File: src/rtl/im_loader_if.sv
// im_loader_if: bundles the loader's control, byte-stream and memory-write
// signals.
//   master : host side. Drives start/word_count/in_valid/in_data and observes
//            in_ready, the write port and the status flags.
//   slave  : loader side, the mirror of master.
interface im_loader_if #(
  parameter int AW = 7
);
  logic          start;
  logic [AW:0]   word_count;
  logic          in_valid;
  logic [7:0]    in_data;
  logic          in_ready;
  logic          we;
  logic [AW-1:0] waddr;
  logic [31:0]   wdata;
  logic          busy;
  logic          cpu_hold;
  logic          done;
  logic          err;

  modport master (
    output start, word_count, in_valid, in_data,
    input  in_ready, we, waddr, wdata, busy, cpu_hold, done, err
  );

  modport slave (
    input  start, word_count, in_valid, in_data,
    output in_ready, we, waddr, wdata, busy, cpu_hold, done, err
  );
endinterface

File: src/rtl/im_loader.sv
// im_loader: boot-time writer for the instruction memory.
// It takes a byte stream on a valid/ready handshake and packs every 4 bytes
// into one little-endian word. Each word goes out as a single-cycle write, to
// consecutive entries starting at entry 0. cpu_hold stays high while a load
// is in progress.
// Ports:
//   clk    : clock, rising edge
//   rst_n  : asynchronous active-low reset
//   bus    : im_loader_if.slave (start/word_count, byte stream, write port,
//            busy/cpu_hold/done/err)
//
// state   | meaning
// --------+--------------------------------------------------
// S_IDLE  | waiting for start after reset
// S_RECV  | accepting bytes of the current word
// S_WRITE | one-cycle memory write of the assembled word
// S_DONE  | session finished; waits for the next start
module im_loader #(
  parameter int NMEM = 128,
  parameter int AW   = 7
) (
  input  logic        clk,
  input  logic        rst_n,
  im_loader_if.slave  bus
);

  typedef enum logic [1:0] {
    S_IDLE  = 2'd0,
    S_RECV  = 2'd1,
    S_WRITE = 2'd2,
    S_DONE  = 2'd3
  } state_t;

  localparam logic [AW:0] LP_NMEM = (AW+1)'(NMEM);

  state_t        r_state,   w_state_nxt;
  logic [AW:0]   r_count,   w_count_nxt;
  logic [AW:0]   r_words,   w_words_nxt;
  logic [1:0]    r_byte,    w_byte_nxt;
  logic [AW-1:0] r_addr,    w_addr_nxt;
  logic [31:0]   r_wdata,   w_wdata_nxt;
  logic          r_err,     w_err_nxt;

  always_ff @(posedge clk or negedge rst_n) begin
    if (!rst_n) begin
      r_state <= S_IDLE;
      r_count <= '0;
      r_words <= '0;
      r_byte  <= '0;
      r_addr  <= '0;
      r_wdata <= '0;
      r_err   <= 1'b0;
    end else begin
      r_state <= w_state_nxt;
      r_count <= w_count_nxt;
      r_words <= w_words_nxt;
      r_byte  <= w_byte_nxt;
      r_addr  <= w_addr_nxt;
      r_wdata <= w_wdata_nxt;
      r_err   <= w_err_nxt;
    end
  end

  always_comb begin
    w_state_nxt = r_state;
    w_count_nxt = r_count;
    w_words_nxt = r_words;
    w_byte_nxt  = r_byte;
    w_addr_nxt  = r_addr;
    w_wdata_nxt = r_wdata;
    w_err_nxt   = 1'b0;
    case (r_state)
      S_IDLE, S_DONE: begin
        if (bus.start) begin
          if (bus.word_count > LP_NMEM) begin
            w_err_nxt = 1'b1;
          end else if (bus.word_count == '0) begin
            w_state_nxt = S_DONE;
          end else begin
            w_count_nxt = bus.word_count;
            w_words_nxt = '0;
            w_byte_nxt  = '0;
            w_addr_nxt  = '0;
            w_state_nxt = S_RECV;
          end
        end
      end
      S_RECV: begin
        // in_ready is high in this state, so in_valid alone marks an accept.
        if (bus.in_valid) begin
          w_wdata_nxt[{r_byte, 3'b000} +: 8] = bus.in_data;
          w_byte_nxt = r_byte + 2'd1;
          if (r_byte == 2'd3) w_state_nxt = S_WRITE;
        end
      end
      S_WRITE: begin
        // After the final word the address wraps to 0. It is never driven
        // onto the memory in that state, because we is low outside S_WRITE.
        w_addr_nxt  = r_addr + AW'(1);
        w_words_nxt = r_words + (AW+1)'(1);
        w_byte_nxt  = '0;
        if ((r_words + (AW+1)'(1)) == r_count) w_state_nxt = S_DONE;
        else                                   w_state_nxt = S_RECV;
      end
      default: w_state_nxt = S_IDLE;
    endcase
  end

  // Every output is either a register or a state decode. This means there is
  // no combinational path from in_valid to in_ready.
  assign bus.in_ready = (r_state == S_RECV);
  assign bus.we       = (r_state == S_WRITE);
  assign bus.busy     = (r_state == S_RECV) || (r_state == S_WRITE);
  assign bus.cpu_hold = bus.busy;
  assign bus.done     = (r_state == S_DONE);
  assign bus.err      = r_err;
  assign bus.waddr    = r_addr;
  assign bus.wdata    = r_wdata;

endmodule

File: src/flat_wrapper.sv
// flat-port wrapper written by rule: the top's interface ports become plain ports
module im_loader_flat 
#(
  parameter int NMEM = 128,
  parameter int AW   = 7
)
  (clk, rst_n, bus_start, bus_word_count, bus_in_valid, bus_in_data, bus_in_ready, bus_we, bus_waddr, bus_wdata, bus_busy, bus_cpu_hold, bus_done, bus_err);
  im_loader_if #(.AW(AW)) bus_i ();
  input  logic clk;
  input  logic rst_n;
  input wire logic [$bits(bus_i.start)-1:0] bus_start;
  input wire logic [$bits(bus_i.word_count)-1:0] bus_word_count;
  input wire logic [$bits(bus_i.in_valid)-1:0] bus_in_valid;
  input wire logic [$bits(bus_i.in_data)-1:0] bus_in_data;
  output wire logic [$bits(bus_i.in_ready)-1:0] bus_in_ready;
  output wire logic [$bits(bus_i.we)-1:0] bus_we;
  output wire logic [$bits(bus_i.waddr)-1:0] bus_waddr;
  output wire logic [$bits(bus_i.wdata)-1:0] bus_wdata;
  output wire logic [$bits(bus_i.busy)-1:0] bus_busy;
  output wire logic [$bits(bus_i.cpu_hold)-1:0] bus_cpu_hold;
  output wire logic [$bits(bus_i.done)-1:0] bus_done;
  output wire logic [$bits(bus_i.err)-1:0] bus_err;
  assign bus_i.start = bus_start;
  assign bus_i.word_count = bus_word_count;
  assign bus_i.in_valid = bus_in_valid;
  assign bus_i.in_data = bus_in_data;
  assign bus_in_ready = bus_i.in_ready;
  assign bus_we = bus_i.we;
  assign bus_waddr = bus_i.waddr;
  assign bus_wdata = bus_i.wdata;
  assign bus_busy = bus_i.busy;
  assign bus_cpu_hold = bus_i.cpu_hold;
  assign bus_done = bus_i.done;
  assign bus_err = bus_i.err;
  im_loader #(.NMEM(NMEM), .AW(AW)) u_core (.clk(clk), .rst_n(rst_n), .bus(bus_i));
endmodule
File: config.mk
export PLATFORM = sky130hd
export DESIGN_NAME = im_loader_flat
export DESIGN_NICKNAME = d
export VERILOG_FILES = /design/src/rtl/im_loader_if.sv /design/src/rtl/im_loader.sv /design/src/flat_wrapper.sv
export SDC_FILE = /design/constraint.sdc
export NUM_CORES = 1
export LEC_CHECK = 0
export ABC_AREA = 0
export BUFFER_PORTS_ARGS = -buffer_cell sky130_fd_sc_hd__buf_4
export CAP_MARGIN = 40
export CORE_MARGIN = 2
export CORE_UTILIZATION = 40
export CTS_BUF_LIST = sky130_fd_sc_hd__clkbuf_16
export DETAILED_ROUTE_END_ITERATION = 12
export PLACE_DENSITY = 0.59
export SKIP_LAST_GASP = 1
export SLEW_MARGIN = 5
export SYNTH_ARGS = -nofsm -noshare
export SYNTH_HDL_FRONTEND = slang
export SYNTH_SLANG_ARGS = --single-unit
File: constraint.sdc
create_clock -name clk -period 4.3 [get_ports clk]
set_input_delay 0.645 -clock clk [delete_from_list [all_inputs] [get_ports clk]]
set_output_delay 0.645 -clock clk [all_outputs]
set_load 0.05 [all_outputs]
==> results.sh <==
export IMPL_start_util_pct=40.8
export IMPL_wl_per_cell_um=16.9
export IMPL_clk_transition_reported_paths_ns=0.05
export IMPL_synth_cell_type_count=42
export IMPL_worst_hold_path_type="input pin to async pin"
export IMPL_route_detailed_vias_per_inst=5.37
export IMPL_post_cts_setup_buffers=0
export IMPL_setup_tns_ns=0
export IMPL_syn_avg_cell_area_um2=12.0
export IMPL_status="finished clean"
export IMPL_crit_type="flip-flop to flip-flop"
export IMPL_total_leakage_power_nw=1.84
export IMPL_pwr_density_cell_mw_per_mm2=787
export IMPL_ys_warn_count=0
export IMPL_sequential_area_share_after_synthesis_pct=51.6
export IMPL_maxClockFrequency_ghz=0.404
export IMPL_numCtsBuffers=9
export IMPL_nets_in_the_synthesized_netlist=274
export IMPL_final_nets=344
export IMPL_routabilityCongestion=0.778
export IMPL_vdd_drop_max_v=0.000314
export IMPL_cp_data_required_time_ns=4.53
export IMPL_numClockSinks=60
export IMPL_final_period_utilization_pct=57.6
export IMPL_tritoncts="yes"
export IMPL_post_synth_inst_count=242
export IMPL_synth_async_sr_flop_share_pct=100
export IMPL_min_period_ns=2.48
export IMPL_worst_r2r_path_depth=6
export IMPL_die_width_um=89.3
export IMPL_regToRegSetupSlack_ns=1.82
export IMPL_wl_met3_um=388
export IMPL_worst_pin_slew_ns=0.871
export IMPL_grt_pass1_wl_um=11300
export IMPL_route_met2_wl_um=3300
export IMPL_grt_pass1_vias=2175
export IMPL_die_h_um=89.3
export IMPL_ctsResizeCount=0
export IMPL_cts_hold_buffers=0
export IMPL_placement_rows=31
export IMPL_utilization_pct=53.8
export IMPL_post_route_wl_um=7020
export IMPL_yosys_register_bits=60
export IMPL_final_hold_viol_count=0
export IMPL_drc=0
export IMPL_vias=2235
export IMPL_combined_area_of_all_synthesized_cells_mm2=0.00291
export IMPL_crit_reg2reg_launch="u_core.r_state[0]$_DFFE_PN0P_"
export IMPL_critPathCapture="u_core.bus.waddr[5]$_DFFE_PN0P_"
export IMPL_clk_root_buffer_cell="sky130_fd_sc_hd__clkbuf_16"
export IMPL_final_instance_count_excl_fill=416
export IMPL_count_of_flip_flops_with_a_built_in_enable_after_synthesis=0
export IMPL_pin_count_of_the_biggest_net_entering_global_routing=61
export IMPL_clock_latency_ns=0.32
export IMPL_final_layout_size_suffix_gt1_share_pct=32.8
export IMPL_antenna_found_initial=0
export IMPL_yosys_most_used_dff="sky130_fd_sc_hd__dfrtp_1"
export IMPL_cp_max_fo=15
export IMPL_grt_residual_overflow=0
export IMPL_top_level_i_o_count=65
export IMPL_drt_antenna_violating_nets=0
export IMPL_setup_violations=0
export IMPL_slew_viol_final=0
export IMPL_endpoint_kind_of_the_worst_setup_timing_path="flip-flop"
export IMPL_setup_worst_path_start="u_core.r_state[0]$_DFFE_PN0P_"
export IMPL_die_ar_mm2=0.00797
export IMPL_timing_slew_headroom_pct=41.8
export IMPL_finClkSkew_ns=0.00858
export IMPL_drt_met1_wl_um=3210
export IMPL_setup_worst_path_start_class="flip-flop"
export IMPL_core_area_mm2=0.00714
export IMPL_dr_first_iter_drc_count=101
export IMPL_io_buffers=64
export IMPL_dp_hpwl_um=4850
export IMPL_firstDrtPassIters=4
export IMPL_htree_num_levels=3
export IMPL_arrival_ns=2.71
export IMPL_ctsLongestPathBuffers=2
export IMPL_regToRegEndpoint="u_core.bus.waddr[5]$_DFFE_PN0P_"
export IMPL_gr_usage_all_layers_pct=19.0
export IMPL_antennaDiodeCount=0
export IMPL_max_cap_violations=0
export IMPL_placed_cells=400
export IMPL_power_mw=3.02
export IMPL_setup_repair_after_global_routing_missed_its_margin="no"
export IMPL_top_layer="met4"
export IMPL_area_delta_synth_final_pct=31.9
==> area by class of cell <==
| class | instances | area [um^2] |
|---|---|---|
| timing repair buffer | 66 | 493 |
| sequential | 60 | 1500 |
| multi-input combinational | 164 | 1320 |
| clock buffer | 9 | 225 |
| fill | 653 | 3300 |
| inverter | 11 | 41.3 |
| tap | 99 | 124 |
| clock inverter | 7 | 131 |
==> flip-flops by register name, indices dropped and copies added (netlist names) <==
| name | count |
|---|---|
| u_core.bus.wdata | 32 |
| u_core.bus.err | 1 |
| u_core.bus.waddr | 7 |
| u_core.r_words | 8 |
| u_core.r_count | 8 |
| u_core.r_byte | 2 |
| u_core.r_state | 2 |
==> logic make-up (layout without fill, tap and decap cells) <==
| logic type | Yosys count | count (layout) | synth area share, % |
|---|---|---|---|
| buffers and inverters | 18 | 93 | 2.97 |
| and+or+nand+nor | 55 | 55 | 11.4 |
| xor gates and xnor gates | 11 | 11 | 3.31 |
| muxes | 10 | 10 | 3.87 |
| AOI/OAI and AO/OA | 76 | 76 | 21.7 |
| DFF | 60 | 60 | 51.6 |
| adders and majority gates | 12 | 12 | 5.16 |
==> metal layers <==
layer / global-route usage (%) / vias up
li1: - / 1056
met1: 26.6 / 1098
met2: 28.4 / 70
met3: 4.52 / 11
met4: 8.01 / 0
met5: 0 / -
==> power by group <==
group | switching (mW) | total (mW) | internal, mW | leakage, nW
combinational | 0.830 | 1.29 | 0.459 | 0.855
clock | 0.247 | 0.865 | 0.618 | 0.180
sequential | 0.144 | 0.869 | 0.725 | 0.801
==> cell usage in the layout (no fill, tap or decap), drive strengths merged, types with 2 or more instances in the layout <==
cell and count:
dfrtp 60, o32a 2, nand2b 4, a31oi 11, o21ai 8, a41oi 4
nor2 7, nor4 4, a21oi 10, mux2 10, clkbuf 9, ha 12
nor4b 3, nand3 13, and3 3, nor3b 2, buf 66, xnor2 8
nor3 3, a22o 34, xor2 3, bufinv 4, inv 13, nand2 13
==> through the flow <==
stage	setup WS (ns)	hold WS (ns)	cell area [um^2]
6_report	1.82	0.383	3840
5_1_grt	1.60	0.456	3840
4_1_cts	1.83	0.428	3840
3_5_place_dp	1.66	0.486	3480
3_3_place_gp	1.74	0.475	3480
2_1_floorplan	1.94	0.349	2910
==> worst min path at each step <==
stage / from / end / slack [ns] / depth (start not counted)
finish: rst_n / u_core.bus.waddr[3]$_DFFE_PN0P_ / 0.38 / 1
global route: rst_n / u_core.bus.waddr[6]$_DFFE_PN0P_ / 0.46 / 1
CTS: rst_n / u_core.bus.waddr[6]$_DFFE_PN0P_ / 0.43 / 1
detailed placement: u_core.bus.waddr[6]$_DFFE_PN0P_ / u_core.bus.waddr[6]$_DFFE_PN0P_ / 0.49 / 1
global placement: u_core.bus.waddr[6]$_DFFE_PN0P_ / u_core.bus.waddr[6]$_DFFE_PN0P_ / 0.47 / 1
floorplan: rst_n / u_core.bus.err$_DFF_PN0_ / 0.35 / 0
==> cells in the mapped netlist (2+ instances only) <==
cell type | n | area share, %
sky130_fd_sc_hd__o32a_1 | 2 | 0.69
sky130_fd_sc_hd__a21oi_1 | 3 | 0.52
sky130_fd_sc_hd__mux2_2 | 8 | 3.1
sky130_fd_sc_hd__nand2b_1 | 4 | 0.86
sky130_fd_sc_hd__a21oi_2 | 7 | 2.1
sky130_fd_sc_hd__mux2_1 | 2 | 0.77
sky130_fd_sc_hd__inv_1 | 11 | 1.4
sky130_fd_sc_hd__ha_1 | 12 | 5.2
sky130_fd_sc_hd__nor4_1 | 4 | 0.86
sky130_fd_sc_hd__o21ai_0 | 5 | 0.86
sky130_fd_sc_hd__a22o_1 | 34 | 10
sky130_fd_sc_hd__xnor2_1 | 8 | 2.4
sky130_fd_sc_hd__nor4b_2 | 3 | 1.5
sky130_fd_sc_hd__a41oi_1 | 4 | 1.2
sky130_fd_sc_hd__nor3b_1 | 2 | 0.52
sky130_fd_sc_hd__dfrtp_1 | 60 | 52
sky130_fd_sc_hd__nor3_1 | 3 | 0.52
sky130_fd_sc_hd__a31oi_1 | 11 | 2.4
sky130_fd_sc_hd__clkbuf_1 | 2 | 0.26
sky130_fd_sc_hd__xor2_1 | 3 | 0.90
sky130_fd_sc_hd__nor2_1 | 6 | 0.77
sky130_fd_sc_hd__and3_1 | 3 | 0.64
sky130_fd_sc_hd__nand3_1 | 13 | 2.2
sky130_fd_sc_hd__buf_2 | 3 | 0.52
sky130_fd_sc_hd__nand2_1 | 12 | 1.5
==> critical path, cell delays in order, from the launching register on <==
cell,delay [ns]
sky130_fd_sc_hd__dfrtp_1,0.42
sky130_fd_sc_hd__inv_1,0.08
sky130_fd_sc_hd__ha_1,0.54
sky130_fd_sc_hd__nand3_1,0.22
sky130_fd_sc_hd__o311ai_4,0.73
sky130_fd_sc_hd__a41oi_1,0.21
sky130_fd_sc_hd__a31oi_1,0.19
Power figures use the tool's default switching activity.
